===== config.mk =====
export PLATFORM = sky130hd
export DESIGN_NAME = m_sequence
export DESIGN_NICKNAME = d
export VERILOG_FILES = /design/src/rtl/m_sequence.sv
export SDC_FILE = /design/constraint.sdc
export NUM_CORES = 1
export LEC_CHECK = 0
export ABC_AREA = 1
export BUFFER_PORTS_ARGS = -buffer_cell sky130_fd_sc_hd__buf_2
export CAP_MARGIN = 20
export CORE_UTILIZATION = 46
export DETAILED_ROUTE_END_ITERATION = 10
export PLACE_DENSITY = 0.7
export SYNTH_ARGS = -nofsm -noshare
export SYNTH_HDL_FRONTEND = slang
export SYNTH_SLANG_ARGS = --single-unit

===== constraint.sdc =====
create_clock -name MSEQ_clk -period 0.9 [get_ports MSEQ_clk]
set_clock_uncertainty 0.05 [all_clocks]
set_input_delay 0.09 -clock MSEQ_clk [delete_from_list [all_inputs] [get_ports MSEQ_clk]]
set_output_delay 0.09 -clock MSEQ_clk [all_outputs]
set_load 0.01 [all_outputs]

===== src/rtl/m_sequence.sv =====
// m_sequence: Fibonacci LFSR m-sequence generator; taps and initial state are captured on the first edge after reset.
// Optional build macro MSEQ_ZERO_GUARD_EN replaces any all-zero state with 1 so the generator cannot lock up.
module m_sequence #(
    parameter int DATA_WIDTH = 8
) (
    input  logic                  MSEQ_clk,
    input  logic                  MSEQ_rst_n,
    input  logic [DATA_WIDTH-1:0] MSEQ_seed,
    input  logic [DATA_WIDTH-1:0] MSEQ_init_value,
    output logic                  MSEQ_output
);

    logic [DATA_WIDTH-1:0] state;
    logic [DATA_WIDTH-1:0] taps;
    logic                  loaded;

    function automatic logic [DATA_WIDTH-1:0] shift_next(
        input logic [DATA_WIDTH-1:0] s,
        input logic [DATA_WIDTH-1:0] t
    );
        return {^(s & t), s[DATA_WIDTH-1:1]};
    endfunction

    function automatic logic [DATA_WIDTH-1:0] zero_guard(input logic [DATA_WIDTH-1:0] s);
`ifdef MSEQ_ZERO_GUARD_EN
        return (s == '0) ? {{(DATA_WIDTH-1){1'b0}}, 1'b1} : s;
`else
        return s;
`endif
    endfunction

    // Load and run edges: the port values are sampled only on the load edge.
    always_ff @(posedge MSEQ_clk or negedge MSEQ_rst_n) begin
        if (!MSEQ_rst_n) begin
            state  <= '0;
            taps   <= '0;
            loaded <= 1'b0;
        end else if (!loaded) begin
            state  <= zero_guard(MSEQ_init_value);
            taps   <= MSEQ_seed;
            loaded <= 1'b1;
        end else begin
            state  <= zero_guard(shift_next(state, taps));
        end
    end

    assign MSEQ_output = state[0];

endmodule


==> impl_metrics.json <==
{
  "status": "complete, but fails checks",
  "violations": "negative setup slack",
  "syn_avg_cell_area_um2": 7.00,
  "drt_pre_antenna_iters": 6,
  "ys_seq_elements": 17,
  "fmax_mhz": 891,
  "finalMaxSlewViolations": 0,
  "clk_latency_ps": 290,
  "startpoint": "taps[3]",
  "final_area_mm2": 0.00124,
  "htree_levels": 1,
  "fin_ws_ps": -222,
  "critPathMaxFanout": 3,
  "core_mm2": 0.00158,
  "muxShareOfSynthArea_pct": 0,
  "worstPathCellList": "nand2_2 -> nand2_1 -> nand2_2 -> nand2_1 -> nand2_1 -> nand3_1 -> nand3_1 -> nand2_1",
  "fp.dieW_um": 44.2,
  "synth_xor_area_share_pct": 1.07,
  "post-dp-hpwl_um": 1100,
  "numCtsBuffers": 3,
  "hold_viol_final": 0,
  "clockBufferDepth": 2,
  "synth-seq-area-share_pct": 51.9,
  "finalCritPeriodShare_pct": 125,
  "setup_violations": 13,
  "drt_iter0_drc": 10,
  "synth_top_area_share_pct": 51.9,
  "yosys-top-cells-area": "dfrtp_1, nand2_1, nand3_1",
  "grt_usage_pct": 21.9,
  "vias": 846,
  "crit_type": "reg2reg",
  "synth_edf_count": 0,
  "grt_max_degree": 18,
  "wire_per_inst_um": 11.2,
  "synth_top_family_by_area": "simple AND/OR/NAND/NOR gates",
  "drc": 0,
  "slowest_delay_ps": 410,
  "synth-async-reset-ratio_pct": 100,
  "ys.flop_type": "dfrtp_1",
  "antennaDiodeCount": 0,
  "rsz0062_at_grt": "true",
  "yosysTopAreaCell": "dfrtp_1",
  "p_leak_uw": 0.000706,
  "peakVddDrop_mv": 1.04,
  "rows": 14,
  "vias_per_cell": 4.75,
  "pin_count": 19,
  "die_area_mm2": 0.00195,
  "cts_num_sinks": 17,
  "cts_tree": "built",
  "synth-simple-area-share_pct": 41.5,
  "synth_cells": 117,
  "clk_pin_slew_ps": 90,
  "ys_warn_count": 0,
  "pre_cts_ws_ps": -202,
  "port_buffers": 18,
  "end_kind": "flip-flop",
  "clockRootBuffer": "clkbuf_4",
  "synth.most_common_cell": "nand2_1",
  "synth_cell_types": 9,
  "overflow": 0,
  "synth_compound_area_share_pct": 0,
  "area_growth_pct": 51.3,
  "holdWs_ps": 208,
  "antenna_found_initial": 0,
  "syn_area_um2": 820,
  "nets": 181,
  "synth_common_cells": "nand2_1, dfrtp_1, inv_2, nand3_1",
  "period_needed_ps": 1120,
  "power_density_mw_per_mm2": 1400,
  "gp_congestion": 0.768,
  "reg2reg_to": "state[7]",
  "start_util_pct": 52.0,
  "synth_fp_nets": 135,
  "min_path_type": "in2async",
  "crit_path_frequent_cell": "nand2_1",
  "cpMaxStageDelayCell": "dfrtp_1",
  "rr_worst_depth": 8,
  "max-cap-violations": 0,
  "final_antenna_net_count": 0,
  "worstPathArrival_ps": 1260,
  "grt_pass1_wl_um": 3080,
  "post_dp_cell_area_um2": 957,
  "r2r_slack_ps": -220,
  "drive_above_1_share_pct": 35.8,
  "reg2reg_from": "taps[3]",
  "wl_um": 1990,
  "start_kind": "flip-flop",
  "synthAdderAreaFrac_pct": 0,
  "die-height_um": 44.2,
  "grt_pass1_vias": 786,
  "cp.required_ps": 1040,
  "nFillCells": 122
}
## registers in the layout, indices dropped and copies added, names as in the netlist
register	cells
state	8
loaded	1
taps	8
## power by group
part	switching, uW	internal, uW	total (uW)
Sequential	63.4	837	901
Clock	231	172	403
Combinational	218	219	436
## through the flow
step	TNS [ps]	total power (uW)	instances	utilization, %
floorplan	-128	1100	117	-
global placement	-165	1210	153	60.7
detailed placement	-202	1220	153	60.7
CTS	-260	1690	175	74.4
global route	-927	1840	178	78.7
finish	-415	1740	178	78.7
## placed cells by master, fill, tap and decap left out
master / netlist / final
buf_2: 3 / 18
buf_4: 0 / 5
buf_6: 0 / 3
clkbuf_1: 0 / 1
clkbuf_4: 0 / 3
clkinv_4: 0 / 1
conb_1: 1 / 1
dfrtp_1: 17 / 16
dfrtp_2: 0 / 1
dlygate4sd3_1: 0 / 17
inv_2: 4 / 6
inv_4: 0 / 1
nand2_1: 82 / 64
nand2_2: 2 / 20
nand3_1: 4 / 4
xnor2_1: 1 / 1
## critical path: cells and delay by family (launching register included)
kind	cells	cell delay, ps
flops	1	410
simple gates	8	560
## cell families after synthesis
logic type             count (synthesis)
AND/OR/NAND/NOR                       88
other                                  1
flip-flops                            17
buffers and inverters                 10
XOR/XNOR                               1
## how the worst max path moves through the flow
| stage | endpoint |
|---|---|
| CTS | state[7] |
| finish | state[7] |
| detailed placement | state[7] |
| global placement | state[7] |
| global route | state[7] |
| floorplan | state[7] |
## area by class of cell
type	count	area, um^2	area share, %
Sequential cell	17	427	34.4
Timing Repair Buffer	43	332	26.7
Inverter	7	31.3	2.52
Clock buffer	4	26.3	2.12
Multi-Input combinational cell	90	398	32.1
Timing Repair inverter	1	6.26	0.505
Tap cell	16	20.0	1.61
## layer usage
layer  track usage [%]  up-vias  routed length, um
li1                  -      438                  -
met1              25.4      383                855
met2              39.1       21               1040
met3              2.86        4                 62
met4              11.5        0                 35
met5                 0        -                  0
## repair_timing
action                                 in CTS  in global routing
resized for setup                           7                 20
endpoints found under the hold margin      33                  0
buffers inserted                            1                  2
pin swaps                                   6                 10
hold buffers                               17                  0
gates cloned                                0                  2
setup endpoints to repair                   2                 12
No activity file was read; power rests on OpenSTA's default activity.
